--- src/rtl/keypad_scan_debounce.sv ---
// 4x4 matrix keypad scanner: drives one row low at a time, synchronizes the
// columns, debounces press and release, and strobes one hex code per press.
module keypad_scan_debounce #(
  parameter int SCAN_DIV     = 48000,
  parameter int DEBOUNCE_CNT = 960000
) (
  input  logic       clk,
  input  logic       reset,
  input  logic [3:0] cols_n,
  output logic [3:0] rows_n,
  output logic       key_valid,
  output logic [3:0] key_code,
  output logic       key_held
);

  localparam int DW = $clog2(SCAN_DIV);
  localparam int CW = $clog2(DEBOUNCE_CNT);
  localparam logic [DW-1:0] DWELL_LAST = DW'(SCAN_DIV - 1);
  localparam logic [CW-1:0] DB_LAST    = CW'(DEBOUNCE_CNT - 1);

  typedef enum logic [1:0] {
    SCAN     = 2'd0,
    DEBOUNCE = 2'd1,
    HELD     = 2'd2,
    RELEASE  = 2'd3
  } state_t;

  state_t        state, state_next;
  logic [3:0]    sync1, cols_s;
  logic [DW-1:0] dwell, dwell_next;
  logic [CW-1:0] db_cnt, db_next;
  logic [1:0]    row, row_next;
  logic [1:0]    col, col_next;
  logic [1:0]    first_low;
  logic          col_low;
  logic          valid_next;
  logic          held_next;
  logic [3:0]    code_next;

  // Key legend: row 3 carries '*' as E and '#' as F.
  function automatic logic [3:0] key_map(input logic [1:0] r, input logic [1:0] c);
    logic [3:0] code;
    case ({r, c})
      4'h0: code = 4'h1;
      4'h1: code = 4'h2;
      4'h2: code = 4'h3;
      4'h3: code = 4'hA;
      4'h4: code = 4'h4;
      4'h5: code = 4'h5;
      4'h6: code = 4'h6;
      4'h7: code = 4'hB;
      4'h8: code = 4'h7;
      4'h9: code = 4'h8;
      4'hA: code = 4'h9;
      4'hB: code = 4'hC;
      4'hC: code = 4'hE;
      4'hD: code = 4'h0;
      4'hE: code = 4'hF;
      default: code = 4'hD;
    endcase
    return code;
  endfunction

  always_ff @(posedge clk) begin
    if (reset) begin
      sync1  <= 4'hF;
      cols_s <= 4'hF;
    end else begin
      sync1  <= cols_n;
      cols_s <= sync1;
    end
  end

  // Lowest-index active column wins when several keys share the row.
  always_comb begin
    first_low = 2'd3;
    if (!cols_s[0])      first_low = 2'd0;
    else if (!cols_s[1]) first_low = 2'd1;
    else if (!cols_s[2]) first_low = 2'd2;
  end

  assign col_low = ~cols_s[col];

  always_ff @(posedge clk) begin
    if (reset) begin
      state     <= SCAN;
      dwell     <= '0;
      db_cnt    <= '0;
      row       <= 2'd0;
      col       <= 2'd0;
      rows_n    <= 4'b1110;
      key_valid <= 1'b0;
      key_code  <= 4'h0;
      key_held  <= 1'b0;
    end else begin
      state     <= state_next;
      dwell     <= dwell_next;
      db_cnt    <= db_next;
      row       <= row_next;
      col       <= col_next;
      rows_n    <= ~(4'b0001 << row_next);
      key_valid <= valid_next;
      key_code  <= code_next;
      key_held  <= held_next;
    end
  end

  always_comb begin
    state_next = state;
    dwell_next = dwell;
    db_next    = db_cnt;
    row_next   = row;
    col_next   = col;
    valid_next = 1'b0;
    code_next  = key_code;
    held_next  = key_held;
    case (state)
      SCAN: begin
        if (dwell == DWELL_LAST) begin
          dwell_next = '0;
          if (cols_s == 4'hF) begin
            row_next = row + 2'd1;
          end else begin
            col_next   = first_low;
            db_next    = '0;
            state_next = DEBOUNCE;
          end
        end else begin
          dwell_next = dwell + DW'(1);
        end
      end
      DEBOUNCE: begin
        if (col_low) begin
          if (db_cnt == DB_LAST) begin
            state_next = HELD;
            valid_next = 1'b1;
            code_next  = key_map(row, col);
            held_next  = 1'b1;
            db_next    = '0;
          end else begin
            db_next = db_cnt + CW'(1);
          end
        end else begin
          state_next = SCAN;
          db_next    = '0;
          dwell_next = '0;
          row_next   = row + 2'd1;
        end
      end
      HELD: begin
        // Other columns are ignored until this key is released.
        if (!col_low) begin
          db_next    = '0;
          state_next = RELEASE;
        end
      end
      RELEASE: begin
        if (!col_low) begin
          if (db_cnt == DB_LAST) begin
            state_next = SCAN;
            held_next  = 1'b0;
            db_next    = '0;
            dwell_next = '0;
            row_next   = row + 2'd1;
          end else begin
            db_next = db_cnt + CW'(1);
          end
        end else begin
          state_next = HELD;
          db_next    = '0;
        end
      end
      default: begin
        state_next = SCAN;
      end
    endcase
  end

  a_one_row: assert property (@(posedge clk) disable iff (reset) $onehot(~rows_n));
  a_single_strobe: assert property (@(posedge clk) disable iff (reset) key_valid |=> !key_valid);
  a_strobe_held: assert property (@(posedge clk) disable iff (reset) key_valid |-> key_held);

endmodule

--- config.mk ---
export PLATFORM = sky130hd
export DESIGN_NAME = keypad_scan_debounce
export DESIGN_NICKNAME = d
export VERILOG_FILES = /design/src/rtl/keypad_scan_debounce.sv
export SDC_FILE = /design/constraint.sdc
export NUM_CORES = 1
export LEC_CHECK = 0
export CORE_MARGIN = 2
export CORE_UTILIZATION = 25
export DETAILED_ROUTE_END_ITERATION = 12
export MAX_ROUTING_LAYER = met4
export PLACE_DENSITY = 0.45
export SKIP_CTS_REPAIR_TIMING = 1
export SYNTH_ARGS = -nofsm -noshare
export SYNTH_HDL_FRONTEND = slang
export SYNTH_SLANG_ARGS = --single-unit
--- constraint.sdc ---
create_clock -name clk -period 3.1 [get_ports clk]
set_input_delay 0.31 -clock clk [delete_from_list [all_inputs] [get_ports clk]]
set_output_delay 0.31 -clock clk [all_outputs]
set_load 0.005 [all_outputs]
==> results of run 1 <==
-- power by group --
group	switching [mW]	total, mW	internal [mW]
Sequential	0.00964	0.794	0.785
Clock	0.332	0.925	0.593
Combinational	0.0268	0.0535	0.0267
Total	0.369	1.77	1.40
-- area by class of cell --
type                            count  area, um^2
Clock buffer                       12       266.5
Clock inverter                      2       10.01
Fill cell                        1234        8265
Inverter                            9       33.78
Multi-Input combinational cell    259        1705
Sequential cell                    60        1201
Tap cell                          147       183.9
Timing Repair Buffer               21       195.2
-- logic make-up (layout without fill, tap and decap cells) --
logic type,Yosys count,count (layout),synth area share [%]
AOI/OAI and AO/OA,48,48,11.30
DFF,60,60,40.02
muxes,12,12,4.960
buffers and inverters,23,44,3.168
adders and majority gates,7,7,2.918
and+or+nand+nor,165,165,29.76
xor gates and xnor gates,27,27,7.878
-- sequential cells by signal, summed over array words and instances, names as in the netlist, 2 cells and up, named ones only --
register,flops
cols_s,4
col,2
row,2
key_code,4
db_cnt,20
rows_n,4
dwell,16
sync1,4
-- worst max-delay path by stage --
stage | cells past startpoint | slack, ns | endpoint | startpoint
final | 6 | 0.65 | db_cnt[12]$_SDFFE_PP0P_ | dwell[13]$_SDFFE_PP0P_
after global routing | 7 | 0.38 | dwell[14]$_SDFFE_PP0P_ | db_cnt[0]$_SDFFE_PP0P_
after detailed placement | 6 | 0.66 | db_cnt[15]$_SDFFE_PP0P_ | dwell[13]$_SDFFE_PP0P_
after global placement | 6 | 0.73 | db_cnt[11]$_SDFFE_PP0P_ | dwell[6]$_SDFFE_PP0P_
after floorplan | 6 | 0.87 | db_cnt[11]$_SDFFE_PP0P_ | dwell[14]$_SDFFE_PP0P_
after CTS | 6 | 0.66 | db_cnt[11]$_SDFFE_PP0P_ | dwell[13]$_SDFFE_PP0P_
-- stage by stage --
step	utilization, %	hold slack [ns]	power [mW]	cell area [um^2]
3_5_place_dp	27.99	0.3957	0.8639	3319
2_1_floorplan	-	0.3895	0.8421	3002
5_1_grt	30.32	0.4260	1.838	3596
3_3_place_gp	27.99	0.3914	0.8640	3319
4_1_cts	30.32	0.4076	1.802	3596
6_report	30.32	0.4050	1.773	3596
-- layout by cell type, fill, tap and decap left out, types with 6 or more instances in the layout --
cell type and n:
mux2i_1 7, clkbuf_16 9, inv_1 9, nor3_1 10, nor2_1 53, or3_1 6, nand3_1 21, clkdlybuf4s50_1 15
a21oi_1 10, xor2_1 9, nand2_1 19, dfxtp_1 60, or2_2 9, xnor2_1 18, nand4_1 8, ha_1 7
o21ai_0 12, buf_4 6
-- per-layer routing --
| metal | global-route usage, % | up-vias |
|---|---|---|
| li1 | - | 1246 |
| met1 | 15.00 | 1118 |
| met2 | 17.41 | 39 |
| met3 | 2.869 | 9 |
| met4 | 4.634 | 0 |
| met5 | - | - |
==> impl_metrics.toml, run 1 <==
[floorplanning]
num_rows = 40
die-area_um2 = 12900
die_y_um = 113.6
die_w_um = 113.6
coreArea_um2 = 11860
ios = 16
initial_core_util_pct = 25.31

[yosys]
synth_top_area_share_pct = 40.02
yosysMostFrequentCell = "dfxtp_1"
synth.top_cells.by_count = "60 x dfxtp_1, 53 x nor2_1, 21 x nand3_1"
synth_ff_type = "dfxtp_1"
ys_warn_count = 0
ys_async_sr_fraction_pct = 0
synth_nets = 355
syn_area_per_cell_um2 = 8.777
synth.distinct_cells = 53
synth_seq_cells = 60
synth_top_area_cell = "dfxtp_1"
synth_edf_count = 0
syn_area_um2 = 3002
yosysSeqAreaShare_pct = 40.02
synth.area.top_cells = "dfxtp_1 40%, nor2_1 6.6%, xnor2_1 5.3%, nand3_1 3.5%, ha_1 2.9%"
synthCells = 342

[critical_path]
criticalPathCategory = "register to register"
cp_num_buf_inv = 1
crit_path_max_incr_delay_ns = 0.60
rr_worst_depth = 6
timing.rr.start = "dwell[13]$_SDFFE_PP0P_"
rrSetupSlack_ns = 0.65
cpMaxStageDelayCell = "or4_4"
critPathArrivalTime_ns = 2.67
crit_chain = "nand4b_1 -> or4_4 -> o41a_4 -> o21bai_2 -> buf_4 -> nor2_1"
cp.required_ns = 3.31
start_kind = "register"
r2r_end = "db_cnt[12]$_SDFFE_PP0P_"
worstPathMaxFanout = 23
crit_family = "compound AO/OA/AOI/OAI gates"
endpoint_kind = "register"

[route]
routedWlPerCell_um = 13.05
drcViolationCount = 0
routed.top_layer = "met4"
dr_total_vias = 2412
drt-total-wl_mm = 6.658
dr_wl_met2_mm = 2.961
antenna_left = 0
firstDrtPassIters = 4
vias_per_cell = 4.729
wirelength_met1_mm = 3.391
drt-initial-drc-count = 114
route.met3.wl_um = 200

[min_path]
min_path_cells = 1
hold_end = "cols_s[1]$_SDFF_PP1_"
hold_class = "register to register"
hp-start = "sync1[1]$_SDFF_PP1_"

[timing]
finClkSkew_ns = 0.007576
setup_tns_ns = 0
finalCritPeriodShare_pct = 79.15
setup_viol = 0
worst_slack_ns = 0.6464
period_minus_slack_ns = 2.454
max-slew-margin-rel_pct = 55.70
slew_violations = 0
hold_viol_final = 0
rsz0062_at_grt = "false"
tightestPinTransition_ns = 0.6576
max_freq_mhz = 407.6

[global_routing]
grtUsageTotal_pct = 11.59
overflow = 0
grt_pass1_vias = 2411
grt_max_degree = 24
grt_pass1_wl_mm = 11.68
antenna_found_initial = 0

[final_layout]
nNetsFinal = 373
drive_gt1_share_pct = 12.95
fin_cells = 510
insertedDiodeCount = 0
areaGrowthSynthToFinish_pct = 19.80

[placement]
dp_hpwl_mm = 4.697
port_buffers = 15
dp_slack_ns = 0.6583
gp_congestion = 0.7817
place_inst = 496

[pwr]
peakVddDrop_mv = 0.2401
leakage_nw = 1.244
power_density_nw_per_um2 = 493.1

[clock_tree]
path_clk_slew_ns = 0.05
cts_root_buf = "clkbuf_16"
cts.sinks = 60
cts_buffer_depth = 2
cts_tree = "yes"
htree_levels = 3
cts_buffers = 9
clk_latency_ns = 0.33

[run]
maxCapViolCount = 0

[outcome]
outcome = "complete, no violations"
Note: power is estimated with default switching activity, not from simulation.
==> run 2: changes to the inputs <==
- PLACE_DENSITY: 0.45 -> 0.46
- clock period: 3.1 -> 2 ns (I/O delays scaled with it)
==> run 2 against run 1 <==
Net effect: the run now ends with negative setup slack left; clock power up 82%; utilization up 7.1 points; critical path depth up 1; flip-flop and latch count unchanged; via count up 11%; sequential share of layout area down 6.0 points; combinational power up 91%; highest routed layer unchanged.
==> impl_metrics.toml, run 2 (synthesized netlist as in run 1, its figures left out) <==
[pwr]
leakage_nw = 1.769
clockPowerShare_pct = 55.9
power.switching_mw = 0.6468
power_density_nw_per_um2 = 678.7
seqPwrFrac_pct = 40.7
peakVddDrop_mv = 0.3665
p_comb_share_pct = 3.4
internal_power_mw = 2.363
swShare_pct = 21.49

[route]
antenna_left = 0
wirelength_met1_mm = 3.473
firstDrtPassIters = 4
routedWlPerCell_um = 12.87
drt-total-wl_mm = 7.440
dr_total_vias = 2671
dr_wl_met2_mm = 3.713
route.met3.wl_um = 165
drcViolationCount = 0
routed.top_layer = "met4"
vias_per_cell = 4.621
drt-initial-drc-count = 93

[outcome]
violations = "negative setup slack"
outcome = "finished with violations"

[global_routing]
grtUsageTotal_pct = 12.51
overflow = 0
antenna_found_initial = 0
grt_pass1_vias = 2690
grt_max_degree = 21
grt_pass1_wl_mm = 12.60

[clock_tree]
path_clk_slew_ns = 0.06
htree_levels = 3
clk_latency_ns = 0.32
cts_tree = "yes"
cts_buffers = 9
cts.sinks = 60
cts_buffer_depth = 2
cts_root_buf = "clkbuf_16"

[critical_path]
cpMaxStageDelayCell = "or4_4"
critPathArrivalTime_ns = 2.41
cp_num_buf_inv = 1
criticalPathCategory = "register to register"
crit_family = "simple AND/OR/NAND/NOR gates"
crit_chain = "nand2b_4 -> or4_4 -> o41a_4 -> buf_12 -> nor4_4 -> xnor2_1 -> nor2_1"
worstPathMaxFanout = 9
start_kind = "register"
endpoint_kind = "register"
cp.required_ns = 2.22
crit_path_max_incr_delay_ns = 0.55

[timing]
setup_viol = 24
rsz0062_at_grt = "true"
max_freq_mhz = 456.2
whs_ns = 0.4063
max-slew-margin-rel_pct = 72.54
hold_viol_final = 0
period_minus_slack_ns = 2.192
finalCritPeriodShare_pct = 109.6
slew_violations = 0
tightestPinTransition_ns = 0.4106
worst_slack_ns = -0.1921
finClkSkew_ns = 0.005574

[final_layout]
insertedDiodeCount = 0
nNetsFinal = 439
areaGrowthSynthToFinish_pct = 47.73
regMostFlops = "db_cnt"
top_regs = "db_cnt x20, dwell x16"
largest_register_ffs = 20
layout_common_cells = "67 x buf_4, 50 x dfxtp_1, 48 x nor2_1"
final_common_cell = "buf_4"
drive_gt1_share_pct = 35.50
nFillCells = 1178

[floorplanning]
initial_core_util_pct = 25.31
die_y_um = 113.6
die-area_um2 = 12900
die_w_um = 113.6
ios = 16
num_rows = 40
coreArea_um2 = 11860

[placement]
dp_hpwl_mm = 5.359
dp_slack_ns = -0.1999
gp_congestion = 0.8201
port_buffers = 15

[run]
maxCapViolCount = 0

[min_path]
hold_class = "register to register"
==> run 2: layout make-up <==
| type | instances | area [um^2] | share of cell area (%) |
|---|---|---|---|
| Sequential cell | 60 | 1216 | 27.43 |
| Multi-Input combinational cell | 259 | 1947 | 43.91 |
| Clock buffer | 9 | 225.2 | 5.079 |
| Inverter | 9 | 33.78 | 0.7619 |
| Timing Repair Buffer | 87 | 726.9 | 16.39 |
| Tap cell | 147 | 183.9 | 4.148 |
| Clock inverter | 7 | 101.3 | 2.286 |
==> run 2: worst register-to-register path, cell delays in order (launching register included) <==
cell,delay [ns]
dfxtp_2,0.32
nand2b_4,0.13
or4_4,0.55
o41a_4,0.56
buf_12,0.18
nor4_4,0.16
xnor2_1,0.15
nor2_1,0.05
==> run 2: power by group through the flow <==
stage	sequential [mW]	combinational (mW)	clock [mW]
6_report	1.23	0.102	1.68
5_1_grt	1.23	0.115	1.77
4_1_cts	1.23	0.102	1.73
3_5_place_dp	1.25	0.101	0
3_3_place_gp	1.25	0.101	0
2_1_floorplan	1.25	0.0585	0
==> run 2: stage by stage <==
step	instances	power [mW]	util [%]	cell area (um^2)	TNS (ns)
6_report	578	3.010	37.38	4434	-3.761
5_1_grt	578	3.109	37.38	4434	-5.626
4_1_cts	573	3.059	35.89	4257	-4.473
3_5_place_dp	557	1.354	33.13	3930	-3.709
3_3_place_gp	557	1.353	33.13	3930	-3.281
2_1_floorplan	342	1.311	-	3156	-2.212
==> run 2: final timing paths <==
path	startpoint	end	slack (ns)	depth (start not counted)
worst max-delay path	dwell[7]$_SDFFE_PP0P_	db_cnt[14]$_SDFFE_PP0P_	-0.19	7
worst min-delay path	sync1[2]$_SDFF_PP1_	cols_s[2]$_SDFF_PP1_	0.41	1
worst max register to register	dwell[7]$_SDFFE_PP0P_	db_cnt[14]$_SDFFE_PP0P_	-0.19	7
worst min register to register	sync1[2]$_SDFF_PP1_	cols_s[2]$_SDFF_PP1_	0.41	1
==> run 2: layer usage <==
layer / track usage (%) / up-vias
met5: - / -
met1: 14.87 / 1260
li1: - / 1380
met2: 21.20 / 24
met3: 2.604 / 7
met4: 4.146 / 0
==> run 3: changes to the inputs <==
- MAX_ROUTING_LAYER: met4 -> default
- PLACE_DENSITY: 0.46 -> 0.39
==> run 3 against run 2 <==
Net effect: via count is 0.37% higher; sequential share of layout area is 0.36 points lower; maximum frequency is 1.4% higher; setup slack better by 0.031 ns; cell count is 0.35% lower; utilization is 0.34 points higher; power is 2.0% higher; flip-flop and latch count stayed put; the run still ends with negative setup slack left; first-iteration DRC count is 9.7% higher; clock-buffer cell count is 3 higher.
==> impl_metrics.toml, run 3 (synthesized netlist as in run 1, its figures left out) <==
[placement]
gp_congestion = 0.7892
port_buffers = 15
place_inst = 557
dpl-instance-area_um2 = 3955
dp_hpwl_mm = 5.518

[clock_tree]
cts_root_buf = "clkbuf_16"
cts.sinks = 60
cts_buffers = 9
cts_buffer_depth = 2
path_clk_slew_ns = 0.05
clk_latency_ns = 0.33
cts_tree = "yes"
htree_levels = 3

[timing]
max_freq_mhz = 462.7
setup_tns_ns = -2.472
period_minus_slack_ns = 2.161
whs_ns = 0.4053
slew_violations = 0
finalCritPeriodShare_pct = 108.1
hold_viol_final = 0
finClkSkew_ns = 0.008970
setup_viol = 23
max-slew-margin-rel_pct = 72.28
rsz0062_at_grt = "true"
worst_slack_ns = -0.1614
tightestPinTransition_ns = 0.4133

[critical_path]
crit_chain = "nand2b_4 -> or4_4 -> o41a_4 -> buf_12 -> nor3_2 -> nand3b_1 -> a21oi_2"
start_kind = "register"
crit_path_max_incr_delay_ns = 0.55
worstPathMaxFanout = 11
r2r_end = "db_cnt[11]$_SDFFE_PP0P_"
endpoint_kind = "register"
critPathArrivalTime_ns = 2.43
cp.required_ns = 2.27
crit_end = "db_cnt[11]$_SDFFE_PP0P_"
criticalPathCategory = "register to register"
timing.rr.start = "dwell[7]$_SDFFE_PP0P_"
rr_worst_depth = 7
crit_path_start = "dwell[7]$_SDFFE_PP0P_"
rrSetupSlack_ns = -0.16
cpMaxStageDelayCell = "or4_4"

[global_routing]
overflow = 0
grt_pass1_wl_mm = 12.89
grt_pass1_vias = 2655
antenna_found_initial = 0
grt_max_degree = 22
grtUsageTotal_pct = 12.86

[route]
drt-total-wl_mm = 7.508
dr_total_vias = 2681
antenna_left = 0
vias_per_cell = 4.655
drcViolationCount = 0
drt-initial-drc-count = 102
firstDrtPassIters = 4
routedWlPerCell_um = 13.03

[floorplanning]
initial_core_util_pct = 25.31
coreArea_um2 = 11860
num_rows = 40
die_w_um = 113.6
ios = 16
die_y_um = 113.6
die-area_um2 = 12900

[final_layout]
regMostFlops = "db_cnt"
top_regs = "db_cnt x20, dwell x16"
utilization_pct = 37.72
fin_area_um2 = 4474
seq_area_um2 = 1211
multiInputGateArea_um2 = 1976
insertedDiodeCount = 0
drive_gt1_share_pct = 35.43
largest_register_ffs = 20
fin_cells = 576
nFillCells = 1191
final_common_cell = "buf_4"
layout_common_cells = "64 x buf_4, 52 x dfxtp_1, 49 x nor2_1"
areaGrowthSynthToFinish_pct = 49.06
nNetsFinal = 437

[pwr]
power_density_nw_per_um2 = 686.3
leakage_nw = 1.793
peakVddDrop_mv = 0.5923

[min_path]
hold_class = "register to register"

[outcome]
outcome = "finished with violations"
violations = "negative setup slack"

[run]
maxCapViolCount = 0
## run 3: cell types whose count changed in the layout (fill, tap and decap cells not counted), sizes merged
cell | before | now
clkinvlp | 2 | 0
buf | 72 | 70
clkinv | 3 | 2
clkbuf | 9 | 12
## run 3: stage by stage
step,worst slack (ns),total power [mW]
floorplan,-0.1375,1.311
global placement,-0.1690,1.354
detailed placement,-0.1697,1.355
CTS,-0.2058,3.122
global route,-0.2449,3.181
finish,-0.1614,3.071
## run 3: layout make-up
| class | instances | area share, % |
|---|---|---|
| Clock buffer | 12 | 5.956 |
| Clock inverter | 4 | 1.566 |
| Inverter | 9 | 0.7550 |
| Multi-Input combinational cell | 259 | 44.16 |
| Sequential cell | 60 | 27.07 |
| Tap cell | 147 | 4.111 |
| Timing Repair Buffer | 85 | 16.39 |
## run 3: worst min path at each step
| stage | from | end | slack [ns] | depth (start not counted) |
|---|---|---|---|---|
| 2_1_floorplan | cols_n[0] | sync1[0]$_SDFF_PP1_ | 0.30 | 1 |
| 3_3_place_gp | sync1[0]$_SDFF_PP1_ | cols_s[0]$_SDFF_PP1_ | 0.39 | 1 |
| 3_5_place_dp | sync1[0]$_SDFF_PP1_ | cols_s[0]$_SDFF_PP1_ | 0.39 | 1 |
| 4_1_cts | sync1[0]$_SDFF_PP1_ | cols_s[0]$_SDFF_PP1_ | 0.41 | 1 |
| 5_1_grt | sync1[3]$_SDFF_PP1_ | cols_s[3]$_SDFF_PP1_ | 0.42 | 1 |
| 6_report | sync1[0]$_SDFF_PP1_ | cols_s[0]$_SDFF_PP1_ | 0.41 | 1 |
## run 3: per-layer routing
layer  GRT usage (%)  vias to the layer above  routed length [um]
met5               0                        -                   0
met4           6.585                        0                 165
met3           3.029                        9                 183
met2           20.16                       23                3389
met1           16.53                     1274                3770
li1                -                     1375                   -
## run 3: worst max-delay path: cells and delay by family (launching register included)
kind,cells,cell delay [ns]
compound gates,2,0.65
buf+inv,1,0.17
flops,1,0.31
simple gates,4,0.97
## run 3: where the power goes
group / internal, mW / switching [mW]
clock: 1.19 / 0.552
combinational: 0.0546 / 0.0496
sequential: 1.22 / 0.0113
